## src/rtl/vpx_link_tester.sv

```systemverilog
// VPX backplane link tester: per-channel counter/PRBS7 generators, self-synchronising PRBS7
// checkers and trigger edge counters. Define VPX_ERR_INJ_EN to add the ERR_INJ bit-error input.
module vpx_link_tester #(
    parameter int NUM_CH     = 8,
    parameter int NUM_TRIG   = 2,
    parameter int ERR_CNT_W  = 16,
    parameter int TRIG_CNT_W = 16,
    parameter int LOCK_CNT   = 16
) (
    input  logic                           CLK,
    input  logic                           RST_N,
    input  logic                           START,
    input  logic                           STOP,
    input  logic                           CLR,
    input  logic                           MODE,
    input  logic [NUM_CH-1:0]              CH_DIR,
    output logic [NUM_CH-1:0]              PAD_O,
    output logic [NUM_CH-1:0]              PAD_OE,
    input  logic [NUM_CH-1:0]              PAD_I,
    input  logic [NUM_TRIG-1:0]            TRIG_I,
`ifdef VPX_ERR_INJ_EN
    input  logic [NUM_CH-1:0]              ERR_INJ,
`endif
    output logic                           BUSY,
    output logic [NUM_CH-1:0]              LOCKED,
    output logic [NUM_CH*ERR_CNT_W-1:0]    ERR_CNT,
    output logic [NUM_TRIG*TRIG_CNT_W-1:0] TRIG_CNT
);

    typedef enum logic {IDLE, RUN} state_t;
    typedef enum logic {CHK_HUNT, CHK_LOCKED} chk_t;

    localparam logic [NUM_CH-1:0]     CNT_ONE   = 1;
    localparam logic [ERR_CNT_W-1:0]  ERR_ONE   = 1;
    localparam logic [TRIG_CNT_W-1:0] TRIG_ONE  = 1;
    localparam logic [7:0]            LOCK_LAST = 8'(LOCK_CNT - 1);

    state_t                state, state_next;
    logic [NUM_CH-1:0]     count, pattern, inj, pad_q, mis, active;
    logic [6:0]            lfsr [NUM_CH];
    logic [6:0]            shreg [NUM_CH];
    logic [6:0]            shreg_next [NUM_CH];
    logic [7:0]            run_cnt [NUM_CH];
    logic [7:0]            run_cnt_next [NUM_CH];
    chk_t                  chk [NUM_CH];
    chk_t                  chk_next [NUM_CH];
    logic [ERR_CNT_W-1:0]  err [NUM_CH];
    logic [ERR_CNT_W-1:0]  err_next [NUM_CH];
    logic [NUM_TRIG-1:0]   trig_s1, trig_s2, trig_s3;
    logic [TRIG_CNT_W-1:0] trig_cnt [NUM_TRIG];

    function automatic logic [6:0] seed(input int k);
        return 7'((k % 127) + 1);
    endfunction

    always_ff @(posedge CLK or negedge RST_N) begin
        if (!RST_N) begin
            state <= IDLE;
            BUSY  <= 1'b0;
        end else begin
            state <= state_next;
            BUSY  <= (state_next == RUN);
        end
    end

    // STOP has priority; START in RUN simply keeps RUN
    always_comb begin
        state_next = state;
        if (STOP)
            state_next = IDLE;
        else if (START)
            state_next = RUN;
    end

    always_comb begin
        pattern = '0;
        inj     = '0;
        for (int k = 0; k < NUM_CH; k++)
            pattern[k] = MODE ? lfsr[k][6] : count[k];
`ifdef VPX_ERR_INJ_EN
        inj = ERR_INJ & ~CH_DIR;
`endif
    end

    // Outside RUN the generators sit at their start values, so entering RUN always begins fresh
    always_ff @(posedge CLK or negedge RST_N) begin
        if (!RST_N) begin
            count  <= '0;
            PAD_O  <= '0;
            PAD_OE <= '0;
            for (int k = 0; k < NUM_CH; k++)
                lfsr[k] <= seed(k);
        end else if (BUSY) begin
            count  <= count + CNT_ONE;
            PAD_O  <= pattern ^ inj;
            PAD_OE <= ~CH_DIR;
            for (int k = 0; k < NUM_CH; k++)
                lfsr[k] <= {lfsr[k][5:0], lfsr[k][6] ^ lfsr[k][5]};
        end else begin
            count  <= '0;
            PAD_O  <= '0;
            PAD_OE <= '0;
            for (int k = 0; k < NUM_CH; k++)
                lfsr[k] <= seed(k);
        end
    end

    // run_cnt counts consecutive matches in HUNT and consecutive mismatches in LOCKED
    always_comb begin
        active = '0;
        mis    = '0;
        for (int k = 0; k < NUM_CH; k++) begin
            active[k]       = BUSY & CH_DIR[k] & MODE;
            mis[k]          = pad_q[k] ^ shreg[k][6] ^ shreg[k][5];
            shreg_next[k]   = '0;
            run_cnt_next[k] = '0;
            chk_next[k]     = CHK_HUNT;
            err_next[k]     = err[k];
            if (active[k]) begin
                shreg_next[k] = {shreg[k][5:0], pad_q[k]};
                if (chk[k] == CHK_HUNT) begin
                    if (!mis[k]) begin
                        if (run_cnt[k] == LOCK_LAST)
                            chk_next[k] = CHK_LOCKED;
                        else
                            run_cnt_next[k] = run_cnt[k] + 8'd1;
                    end
                end else begin
                    chk_next[k] = CHK_LOCKED;
                    if (mis[k]) begin
                        if (err[k] != '1)
                            err_next[k] = err[k] + ERR_ONE;
                        if (run_cnt[k] == 8'd3)
                            chk_next[k] = CHK_HUNT;
                        else
                            run_cnt_next[k] = run_cnt[k] + 8'd1;
                    end
                end
            end
            if (CLR)
                err_next[k] = '0;
        end
    end

    always_ff @(posedge CLK or negedge RST_N) begin
        if (!RST_N) begin
            pad_q <= '0;
            for (int k = 0; k < NUM_CH; k++) begin
                shreg[k]   <= '0;
                run_cnt[k] <= '0;
                chk[k]     <= CHK_HUNT;
                err[k]     <= '0;
            end
        end else begin
            pad_q <= PAD_I;
            for (int k = 0; k < NUM_CH; k++) begin
                shreg[k]   <= shreg_next[k];
                run_cnt[k] <= run_cnt_next[k];
                chk[k]     <= chk_next[k];
                err[k]     <= err_next[k];
            end
        end
    end

    // trig_s3 only serves as the previous synchronised value for edge detection
    always_ff @(posedge CLK or negedge RST_N) begin
        if (!RST_N) begin
            trig_s1 <= '0;
            trig_s2 <= '0;
            trig_s3 <= '0;
            for (int j = 0; j < NUM_TRIG; j++)
                trig_cnt[j] <= '0;
        end else begin
            trig_s1 <= TRIG_I;
            trig_s2 <= trig_s1;
            trig_s3 <= trig_s2;
            for (int j = 0; j < NUM_TRIG; j++) begin
                if (CLR)
                    trig_cnt[j] <= '0;
                else if (BUSY && trig_s2[j] && !trig_s3[j] && trig_cnt[j] != '1)
                    trig_cnt[j] <= trig_cnt[j] + TRIG_ONE;
            end
        end
    end

    always_comb begin
        LOCKED   = '0;
        ERR_CNT  = '0;
        TRIG_CNT = '0;
        for (int k = 0; k < NUM_CH; k++) begin
            LOCKED[k]                         = (chk[k] == CHK_LOCKED);
            ERR_CNT[k*ERR_CNT_W +: ERR_CNT_W] = err[k];
        end
        for (int j = 0; j < NUM_TRIG; j++)
            TRIG_CNT[j*TRIG_CNT_W +: TRIG_CNT_W] = trig_cnt[j];
    end

endmodule

```

## config.mk

```make
export PLATFORM = sky130hd
export DESIGN_NAME = vpx_link_tester
export DESIGN_NICKNAME = d
export VERILOG_FILES = /design/src/rtl/vpx_link_tester.sv
export SDC_FILE = /design/constraint.sdc
export NUM_CORES = 1
export LEC_CHECK = 0
export CORE_ASPECT_RATIO = 0.5
export CORE_MARGIN = 4
export CORE_UTILIZATION = 42
export CTS_CLUSTER_DIAMETER = 50
export DETAILED_ROUTE_END_ITERATION = 8
export PLACE_DENSITY = 0.65
export REMOVE_ABC_BUFFERS = 1
export SYNTH_ARGS = -nofsm -noshare
export SYNTH_HDL_FRONTEND = slang
export SYNTH_SLANG_ARGS = --single-unit
export TNS_END_PERCENT = 20
```

## constraint.sdc

```tcl
create_clock -name CLK -period 1.9 [get_ports CLK]
set_input_delay 0.57 -clock CLK [delete_from_list [all_inputs] [get_ports CLK]]
set_output_delay 0.57 -clock CLK [all_outputs]
set_load 0.02 [all_outputs]
```

==> summary.md <==
| Metric | Value |
|---|---|
| Status | finished with violations |
| Violated checks | negative setup slack |
| Post-synthesis async set-or-reset flop share | 100% |
| Die H | 151 um |
| CTS buffer count | 39 |
| Global placement routability congestion | 0.794 |
| Slowest CP cell | xor3_2 |
| Sum Neg Setup Slack | -0.379 ns |
| Area grow syn2layout | 36.4% |
| Wire per inst | 15.7 um |
| Final Max Tran Viols | 0 |
| EDFF count, synth | 0 |
| Max stage delay on crit path | 0.45 ns |
| Initial drt markers | 654 |
| Final Hold Viols | 0 |
| Yosys top cell area share | 53.7% |
| Final Cycle Share | 105% |
| GRT Resource Usage Total | 18.1% |
| GR Overflow Total | 0 |
| First-pass GRT wire length | 66900 um |
| Remaining antenna violation count | 0 |
| Hold Path Class | reg2reg |
| Post-Place Worst Slack | -0.793 ns |
| Worst-margin pin slew | 0.651 ns |
| DIE WIDTH | 294 um |
| Crit path max fanout | 4 |
| Critical path cell sequence | xor3_2 > or3b_4 > nor4_4 > nand3_1 > mux2_4 |
| I/O pin total | 209 |
| Routed vias/inst | 5.07 |
| Number of synthesis warnings | 0 |
| Max Fclk | 499 MHz |
| Req. time, crit path | 2.32 ns |
| Most common cell in the netlist | dfrtp_1 |
| DR vias | 13321 |
| R2r endpoint | ERR_CNT[77]$_DFFE_PN0P_ |
| Worst setup path endpoint | ERR_CNT[77]$_DFFE_PN0P_ |
| CP Class | reg2reg |
| Synth unique cells | 63 |
| R2r setup slk | -0.10 ns |
| Clk_skew | 0.0160 ns |
| WP data arrival | 2.42 ns |
| Total power | 0.0174 W |
| FP Rows | 52 |
| Vias in the first global route | 13208 |
| FF-to-FF path depth | 5 |
| Post-synthesis sequential area ratio | 55.7% |
| Die area | 44500 um^2 |
| Post-Synthesis Cell Area | 17200 um^2 |
| Clock Sinks | 383 |
| Initial antenna violation count | 1 |
| Power density cells | 742 nW/um^2 |
| Top cells by area, synth | dfrtp_1 54%, xnor2_1 5.1%, nor2_1 4.7% |
| CP startpoint kind | flip-flop |
| Initial Util | 42.6% |
| Nets@finish | 2097 |
| H-tree depth | 2 |
| Core Area | 40500 um^2 |
| Max-slew headroom | 56.6% |
| Min Tclk post-route | 2.00 ns |
| CTS tree | yes |
| Worst skew pair latency | 0.53 ns |
| Worst-path clk slew | 0.07 ns |
| Top cells by count, synth | 370 x dfrtp_1, 214 x nor2_1, 111 x and2_1 |
| Max-cap violations | 0 |
| Worst setup margin | -0.102 ns |
| Hold Path Stages | 0 |
| Synthesized flop and latch total | 383 |
| P_leak | 10.7 nW |
| Setup violators final | 10 |
| Area leader, netlist | dfrtp_1 |
| IO buf count | 208 |
| Element type at the critical path end | flip-flop |
| IR drop worst, VDD | 0.524 mV |
| # DRC | 0 |
| Post-synthesis cell count | 1615 |
| Post-route cell area | 23500 um^2 |
| Reg2reg start | pad_q[4]$_DFF_PN0_ |
| WHS | 0.348 ns |
| RSZ-0062 raised after global routing | yes |
| Crit path launch | pad_q[4]$_DFF_PN0_ |
| Final wirelength | 41300 um |
| Synthesized area per cell | 10.7 um^2 |
| CTS Root Cell | clkbuf_16 |
| First-pass detailed-route iteration total | 5 |
| Main synth FF type | dfrtp_1 |
| Largest net degree at the start of global routing | 65 |
| Max clock buf depth | 3 |
| Fraction of layout cells with a size suffix above 1 | 27.5% |
| Placed Area | 21600 um^2 |
| Hpwl dp | 27800 um |
-- flip-flops by register name, indices dropped and copies added (netlist names) --
signal and count:
ERR_CNT 128, LOCKED 8, PAD_O 8, PAD_OE 8, TRIG_CNT 32, count 8, lfsr 56, pad_q 8
run_cnt 64, shreg 56, state 1, trig_s1 2, trig_s2 2, trig_s3 2
-- worst min-delay path by stage --
stage | from | end
floorplan | RST_N | ERR_CNT[0]$_DFFE_PN0P_
global placement | trig_s1[1]$_DFF_PN0_ | trig_s2[1]$_DFF_PN0_
detailed placement | trig_s1[1]$_DFF_PN0_ | trig_s2[1]$_DFF_PN0_
CTS | trig_s1[1]$_DFF_PN0_ | trig_s2[1]$_DFF_PN0_
global route | trig_s1[1]$_DFF_PN0_ | trig_s2[1]$_DFF_PN0_
finish | trig_s1[1]$_DFF_PN0_ | trig_s2[1]$_DFF_PN0_
-- cells by family (layout without fill, tap and decap cells) --
logic type               count (synthesis)  in the layout  share of synthesized area, %
adder cells (fa/ha/maj)                 19             19                          1.38
multiplexers                            27             27                          1.66
flip-flops                             383            383                          55.7
buffers and inverters                   79            543                          1.78
XOR/XNOR                               174            174                          9.54
other                                    0              1                             0
AO/OA/AOI/OAI                          144            149                          5.43
AND/OR/NAND/NOR                        789            789                          24.5
-- per-stage QoR --
stage,cells,util (%)
2_1_floorplan,1560,-
3_3_place_gp,2532,53.3
3_5_place_dp,2532,53.3
4_1_cts,2605,56.8
5_1_grt,2625,58.1
6_report,2625,58.1
-- layout make-up --
type / instances / area, um^2
multi-input combinational: 1158 / 7950
inverter: 24 / 90.1
antenna: 1 / 2.50
fill: 3402 / 17000
sequential: 383 / 9640
timing repair buffer: 448 / 3710
clock inverter: 12 / 225
clock buffer: 59 / 1210
tap: 540 / 676
-- cells in the final DEF, fill, tap and decap left out, drive strengths merged, types with 19 or more instances in the layout --
master and n:
ha 19, nand2 70, a21oi 40, xnor2 100, xor2 66, o21ai 38
nor2 214, clkbuf 82, nor4 25, and4 21, and2 112, nor3 36
or4 22, nand4 45, nor2b 32, buf 296, clkdlybuf4s50 20, and3 49
inv 25, dlygate4sd2 32, dfrtp 370, or3 26, nand3 98, clkdlybuf4s15 76
-- power breakdown --
group / internal, W / switching (W) / leakage [nW] / total (W)
Combinational: 0.000270 / 0.000419 / 4.83 / 0.000689
Clock: 0.00524 / 0.00321 / 0.696 / 0.00846
Sequential: 0.00825 / 0.0000344 / 5.20 / 0.00828
-- layer usage --
metal | wire length, um | GRT usage [%] | vias up | share of wire (%)
met3 | 1050 | 2.59 | 62 | 2.5
met4 | 934 | 4.67 | 0 | 2.3
met2 | 20400 | 31.2 | 163 | 49
met5 | 0 | 0 | - | 0
li1 | - | - | 6506 | -
met1 | 18900 | 24.3 | 6590 | 46
-- worst max-delay path: cells and delay by family (launching register included) --
kind / cells / cell delay [ns]
and+or+nand+nor: 3 / 0.75
xor gates and xnor gates: 1 / 0.45
muxes: 1 / 0.31
DFF: 1 / 0.38
-- repair_timing --
| action | CTS | global route |
|---|---|---|
| hold endpoints to repair | 21 | 0 |
| endpoints found under the setup margin | 312 | 215 |
| pin swaps | 10 | 42 |
| cloned | 0 | 5 |
| setup buffers | 1 | 14 |
| resized for setup | 507 | 170 |
| hold buffers | 1 | 0 |
No activity file was read; power rests on OpenSTA's default activity.
